===== src/rtl/fft_twiddle_cmul.sv =====
// -----------------------------------------------------------------------------
// fft_twiddle_cmul
// Butterfly-side consumer of a 32-entry twiddle ROM pair. For every accepted
// sample it drives the ROM address, lines the ROM's one-cycle registered read
// up with the sample, and computes sample * W with round-half-up and
// saturation. Three register stages (S1 capture, S2 products, S3 sum/round)
// with valid/ready on both sides and full backpressure.
//
// Ports:
//   clk, rst_n            clock, asynchronous active-low reset
//   in_valid/in_ready     input handshake
//   in_re, in_im, in_last input sample (signed DW) and end-of-frame marker
//   tw_addr               twiddle ROM address (address of the sample on offer)
//   tw_re, tw_im          ROM read data, valid one cycle after tw_addr
//   out_valid/out_ready   output handshake
//   out_re, out_im        rounded, saturated product (signed DW)
//   out_last              in_last aligned with its product
//   sat_flag              sticky: some product saturated
//   frame_err             sticky: in_last seen away from the last address
// -----------------------------------------------------------------------------
module fft_twiddle_cmul #(
    parameter int DW       = 16,
    parameter int TW       = 16,
    parameter int TW_FRAC  = 8,
    parameter int TW_DEPTH = 28
) (
    input  logic          clk,
    input  logic          rst_n,
    input  logic          in_valid,
    output logic          in_ready,
    input  logic [DW-1:0] in_re,
    input  logic [DW-1:0] in_im,
    input  logic          in_last,
    output logic [4:0]    tw_addr,
    input  logic [TW-1:0] tw_re,
    input  logic [TW-1:0] tw_im,
    output logic          out_valid,
    input  logic          out_ready,
    output logic [DW-1:0] out_re,
    output logic [DW-1:0] out_im,
    output logic          out_last,
    output logic          sat_flag,
    output logic          frame_err
);

    localparam int PW = DW + TW;
    localparam int SW = PW + 1;
    localparam logic [4:0] LAST_ADDR = 5'(TW_DEPTH - 1);
    localparam logic signed [SW-1:0] RND = {{(SW-1){1'b0}}, 1'b1} << (TW_FRAC - 1);
    localparam logic signed [DW-1:0] MAX_DW = {1'b0, {(DW-1){1'b1}}};
    localparam logic signed [DW-1:0] MIN_DW = {1'b1, {(DW-1){1'b0}}};

    // Round half up, drop TW_FRAC bits, clamp to DW bits; MSB of result = saturated.
    function automatic logic [DW:0] round_sat(input logic signed [SW-1:0] x);
        logic signed [SW-1:0] r;
        r = (x + RND) >>> TW_FRAC;
        if (r > SW'(MAX_DW)) begin
            round_sat = {1'b1, MAX_DW};
        end else if (r < SW'(MIN_DW)) begin
            round_sat = {1'b1, MIN_DW};
        end else begin
            round_sat = {1'b0, r[DW-1:0]};
        end
    endfunction

    logic [4:0]              cnt_q, cnt_d;
    logic                    frame_err_q, frame_err_d;
    logic                    stall_s, en_s, accept_s;
    // S1
    logic                    v1_q, l1_q;
    logic signed [DW-1:0]    ar_q, ai_q;
    // twiddle alignment
    logic                    en_q;
    logic signed [TW-1:0]    wr_sav_q, wi_sav_q, wr_s, wi_s;
    // S2
    logic                    v2_q, l2_q;
    logic signed [PW-1:0]    p_rr_q, p_ii_q, p_ri_q, p_ir_q;
    // S3
    logic signed [SW-1:0]    re_full_s, im_full_s;
    logic [DW:0]             re_rs_s, im_rs_s;
    logic                    out_valid_q, out_last_q, sat_q;
    logic [DW-1:0]           out_re_q, out_im_q;

    assign stall_s   = out_valid_q & ~out_ready;
    assign en_s      = ~stall_s;
    assign accept_s  = in_valid & en_s;
    assign in_ready  = en_s;
    assign tw_addr   = cnt_q;
    assign out_valid = out_valid_q;
    assign out_last  = out_last_q;
    assign out_re    = out_re_q;
    assign out_im    = out_im_q;
    assign sat_flag  = sat_q;
    assign frame_err = frame_err_q;

    // Address counter next state and frame error detection.
    always_comb begin
        cnt_d       = cnt_q;
        frame_err_d = frame_err_q;
        if (accept_s) begin
            if (in_last) begin
                cnt_d = 5'd0;
                if (cnt_q != LAST_ADDR) begin
                    frame_err_d = 1'b1;
                end else begin
                    frame_err_d = frame_err_q;
                end
            end else if (cnt_q == LAST_ADDR) begin
                cnt_d = 5'd0;
            end else begin
                cnt_d = cnt_q + 5'd1;
            end
        end else begin
            cnt_d = cnt_q;
        end
    end

    // The ROM re-reads the held address while stalled, so after a stalled edge
    // its output belongs to the next sample; use the word saved before the stall.
    always_comb begin
        wr_s = wr_sav_q;
        wi_s = wi_sav_q;
        if (en_q) begin
            wr_s = tw_re;
            wi_s = tw_im;
        end else begin
            wr_s = wr_sav_q;
            wi_s = wi_sav_q;
        end
    end

    // S3 combinational: complex sums, rounding and saturation.
    always_comb begin
        re_full_s = SW'(p_rr_q) - SW'(p_ii_q);
        im_full_s = SW'(p_ri_q) + SW'(p_ir_q);
        re_rs_s   = round_sat(re_full_s);
        im_rs_s   = round_sat(im_full_s);
    end

    // Counter, sticky frame error and twiddle save register.
    always_ff @(posedge clk or negedge rst_n) begin
        if (!rst_n) begin
            cnt_q       <= 5'd0;
            frame_err_q <= 1'b0;
            en_q        <= 1'b1;
            wr_sav_q    <= '0;
            wi_sav_q    <= '0;
        end else begin
            cnt_q       <= cnt_d;
            frame_err_q <= frame_err_d;
            en_q        <= en_s;
            if (en_q) begin
                wr_sav_q <= tw_re;
                wi_sav_q <= tw_im;
            end
        end
    end

    // Pipeline stages S1..S3, all advancing together when not stalled.
    always_ff @(posedge clk or negedge rst_n) begin
        if (!rst_n) begin
            v1_q        <= 1'b0;
            l1_q        <= 1'b0;
            ar_q        <= '0;
            ai_q        <= '0;
            v2_q        <= 1'b0;
            l2_q        <= 1'b0;
            p_rr_q      <= '0;
            p_ii_q      <= '0;
            p_ri_q      <= '0;
            p_ir_q      <= '0;
            out_valid_q <= 1'b0;
            out_last_q  <= 1'b0;
            out_re_q    <= '0;
            out_im_q    <= '0;
            sat_q       <= 1'b0;
        end else if (en_s) begin
            v1_q        <= in_valid;
            l1_q        <= in_last;
            ar_q        <= in_re;
            ai_q        <= in_im;
            v2_q        <= v1_q;
            l2_q        <= l1_q;
            p_rr_q      <= PW'(ar_q) * PW'(wr_s);
            p_ii_q      <= PW'(ai_q) * PW'(wi_s);
            p_ri_q      <= PW'(ar_q) * PW'(wi_s);
            p_ir_q      <= PW'(ai_q) * PW'(wr_s);
            out_valid_q <= v2_q;
            out_last_q  <= l2_q;
            out_re_q    <= re_rs_s[DW-1:0];
            out_im_q    <= im_rs_s[DW-1:0];
            sat_q       <= sat_q | (v2_q & (re_rs_s[DW] | im_rs_s[DW]));
        end
    end

endmodule


===== config.mk =====
export PLATFORM = sky130hd
export DESIGN_NAME = fft_twiddle_cmul
export DESIGN_NICKNAME = d
export VERILOG_FILES = /design/src/rtl/fft_twiddle_cmul.sv
export SDC_FILE = /design/constraint.sdc
export NUM_CORES = 2
export LEC_CHECK = 0
export ABC_AREA = 1
export ABC_CLOCK_PERIOD_IN_PS = 6550
export CORE_MARGIN = 5
export CORE_UTILIZATION = 30
export CTS_BUF_LIST = sky130_fd_sc_hd__clkbuf_4 sky130_fd_sc_hd__clkbuf_8
export DETAILED_ROUTE_END_ITERATION = 8
export HOLD_SLACK_MARGIN = 0.05
export PLACE_DENSITY = 0.49
export SYNTH_ARGS = -nofsm -noshare
export SYNTH_HDL_FRONTEND = slang
export SYNTH_SLANG_ARGS = --single-unit

===== constraint.sdc =====
create_clock -name clk -period 6.55 [get_ports clk]
set_clock_uncertainty 0.15 [all_clocks]
set_input_delay 1.31 -clock clk [delete_from_list [all_inputs] [get_ports clk]]
set_output_delay 1.31 -clock clk [all_outputs]
set_load 0.02 [all_outputs]

==> results.yml <==
outcome:
  outcome: "finished with violations"
  violations: "negative setup slack"
die:
  die_w_um: 431
  start_util_pct: 30.2
  dieHeight_um: 431
  die-area_um2: 186000
  core_um2: 176000
  rows: 154
  ios: 111
clocking:
  clkTransAtPathRegs_ns: 0.06
  cts_root_buf: "clkbuf_8"
  cts_inserted_buffers: 54
  hold_buffers: 0
  clock_sinks: 238
  clockBufferDepth: 3
  tritoncts: "built"
  htreeDepth: 2
  insertion_delay_ns: 0.76
sta:
  worstMarginPinSlew_ns: 0.962
  maxSlewViolCount: 0
  setup_viol: 44
  period_share_pct: 104
  hold_violations: 0
  max_freq_ghz: 0.147
  finalCriticalPeriod_ns: 6.80
  worst_slack_ns: -0.248
  slew_headroom_pct: 35.9
  rsz0062_at_grt: "true"
run:
  maxCapViolCount: 0
place:
  pre_cts_slack_ns: -1.46
  post-dp-hpwl_mm: 167
  placed_cells_incl_taps: 9609
  place_area_um2: 64500
  gp_congestion: 0.986
  place.port_buffers: 110
worst_hold_path:
  min_from: "frame_err$_DFFE_PN0P_"
  hp-class: "reg2reg"
worst_setup_path:
  worstPathArrival_ns: 7.25
  worstSetupEndpointType: "register"
  required_ns: 7.01
  crit_buf_inv: 5
  cpPeakStageDelay_ns: 0.69
  reg2reg_from: "en_q$_DFF_PN1_"
  start_kind: "input port"
  critPathKind: "in2reg"
  worstPathCellList: "clkdlybuf4s50_1 > or2_4 > nand2_8 > nor2_1 > fa_2 > fa_1 > fa_1 > fa_1 > fa_1 > inv_2 > fa_1 > inv_2 > ha_4 > buf_6 > a21oi_2 > o21ai_1 > a21oi_1 > o211ai_1 > nand3_1 > nand2_2 > buf_4 > or2_2 > nand3_1 > nand2_1"
  worst-path-max-fanout: 7
  crit_top_cell: "fa_1"
  crit_slowest_cell: "fa_2"
  crit_start: "tw_re[2]"
  cp_top_family: "adder cells"
final_layout:
  fin_area_um2: 71900
  instances_no_fill: 9932
  nets: 9112
  utilization_pct: 40.8
  layout-drive-gt1-share_pct: 27.9
  area_delta_synth_final_pct: 35.2
global_routing:
  antenna_found_initial: 7
  first_global_vias: 49000
  gr-total-overflow: 0
  grt.total_usage_pct: 22.0
  grt_max_degree: 96
  grt_pass1_wl_mm: 307
route:
  post_drt_wl_per_cell_um: 20.6
  ant_nets: 0
  first_pass_iters: 8
  drtIter0Drc: 3171
  num_vias: 46100
  drt_drc_violations_left: 0
  route.detailed.vias_per_inst: 4.64
  wl_mm: 204
synth:
  ys_seq_area_share_pct: 11.2
  yosysTopAreaCellShare_pct: 39.5
  synth_area_leader_cell: "fa_1"
  synthCells: 6586
  yosys-top-cells-count: "inv_1, nand2_1, fa_1"
  avgSynthCellArea_um2: 8.07
  synth.distinct_cells: 52
  synthArstFlopShare_pct: 100
  yosys_most_used_dff: "dfrtp_1"
  synthesis.nets: 8154
  synth_edf_count: 0
  syn_area_um2: 53200
  synth_warnings: 0
  synth_area_leaders: "fa_1, dfrtp_1, inv_1, ha_1, nand2_1"
  yosys_register_bits: 238
  yosysMostFrequentCell: "inv_1"
==> cells by family after synthesis <==
kind of cell             synth area share (%)
flip-flops                               11.2
XOR/XNOR                                 2.25
buffers and inverters                    12.7
AND/OR/NAND/NOR                          18.2
adder cells (fa/ha/maj)                  50.1
AO/OA/AOI/OAI                            5.57
==> metal layers <==
metal  GRT usage, %  up-vias  part of all wire [%]
met1           30.2    23300                    44
met3           3.53      266                   5.7
met2           35.0     1227                    45
met4           8.20        6                   4.9
li1               -    21300                     -
met5              0        -                 0.020
==> worst register-to-register path, delay by kind of cell (launching register included) <==
kind / cells / cell delay [ns]
adder cells (fa/ha/maj): 7 / 3.51
AND/OR/NAND/NOR: 8 / 1.06
buffers and inverters: 8 / 0.79
flip-flops: 1 / 0.58
AO/OA/AOI/OAI: 4 / 0.56
==> metrics by stage <==
step | hold WS, ns | setup TNS (ns)
finish | 0.330 | -4.85
global route | 0.344 | -14.89
CTS | 0.308 | -3.76
detailed placement | 0.316 | -95.36
global placement | 0.319 | -92.41
floorplan | 0.282 | -1.33
==> final cells by class <==
type / count / area [um^2]
Timing Repair Buffer: 1119 / 10600
Fill cell: 17800 / 104000
Timing Repair inverter: 2 / 17.5
Antenna cell: 4 / 10.0
Sequential cell: 238 / 5960
Clock inverter: 22 / 372
Tap cell: 2340 / 2930
Inverter: 1570 / 6070
Clock buffer: 78 / 1020
Multi-Input combinational cell: 4559 / 45000
==> path summary, 6_finish.rpt <==
kind / slack [ns] / to / cells past startpoint
worst max register to register: -0.22 / p_ir_q[26]$_DFFE_PN0N_ / 27
worst min register to register: 0.33 / frame_err$_DFFE_PN0P_ / 1
max in group asynchronous: 4.84 / wr_sav_q[11]$_DFF_PN0_ / 2
min in group asynchronous: 0.36 / out_re[12]$_DFFE_PN0N_ / 1
worst min-delay path: 0.33 / frame_err$_DFFE_PN0P_ / 1
worst max-delay path: -0.25 / p_ir_q[26]$_DFFE_PN0N_ / 24
==> cells in the final DEF, fill, tap and decap left out, types with 54 or more instances in the layout <==
cell	count
clkdlybuf4s50_1	88
nand3_1	86
o21ai_1	57
nand2_1	1184
or2_4	54
nor2_1	666
xnor2_1	58
a21oi_1	92
clkbuf_8	69
inv_1	1380
fa_2	98
ha_1	358
fa_1	950
buf_4	781
nand2_2	117
buf_6	110
a21oi_2	80
buf_12	96
inv_2	152
ha_4	89
dfrtp_1	237
o21ai_0	118
==> sequential cells by signal, summed over array words and instances, names as in the netlist, 5 cells and up <==
signal / cells
ar_q: 16
out_re: 16
tw_addr: 5
p_ii_q: 32
p_rr_q: 32
p_ri_q: 32
ai_q: 16
p_ir_q: 32
out_im: 16
wi_sav_q: 16
wr_sav_q: 16
==> repair_timing <==
action,4_1_cts,5_1_grt
pin swaps,226,401
cloned,12,3
resized for setup,516,618
setup buffers,116,110
endpoints found under the setup margin,80,80
Power is not shown: default switching activity piles up to over one toggle a cycle in this logic, so the estimate is an artifact.
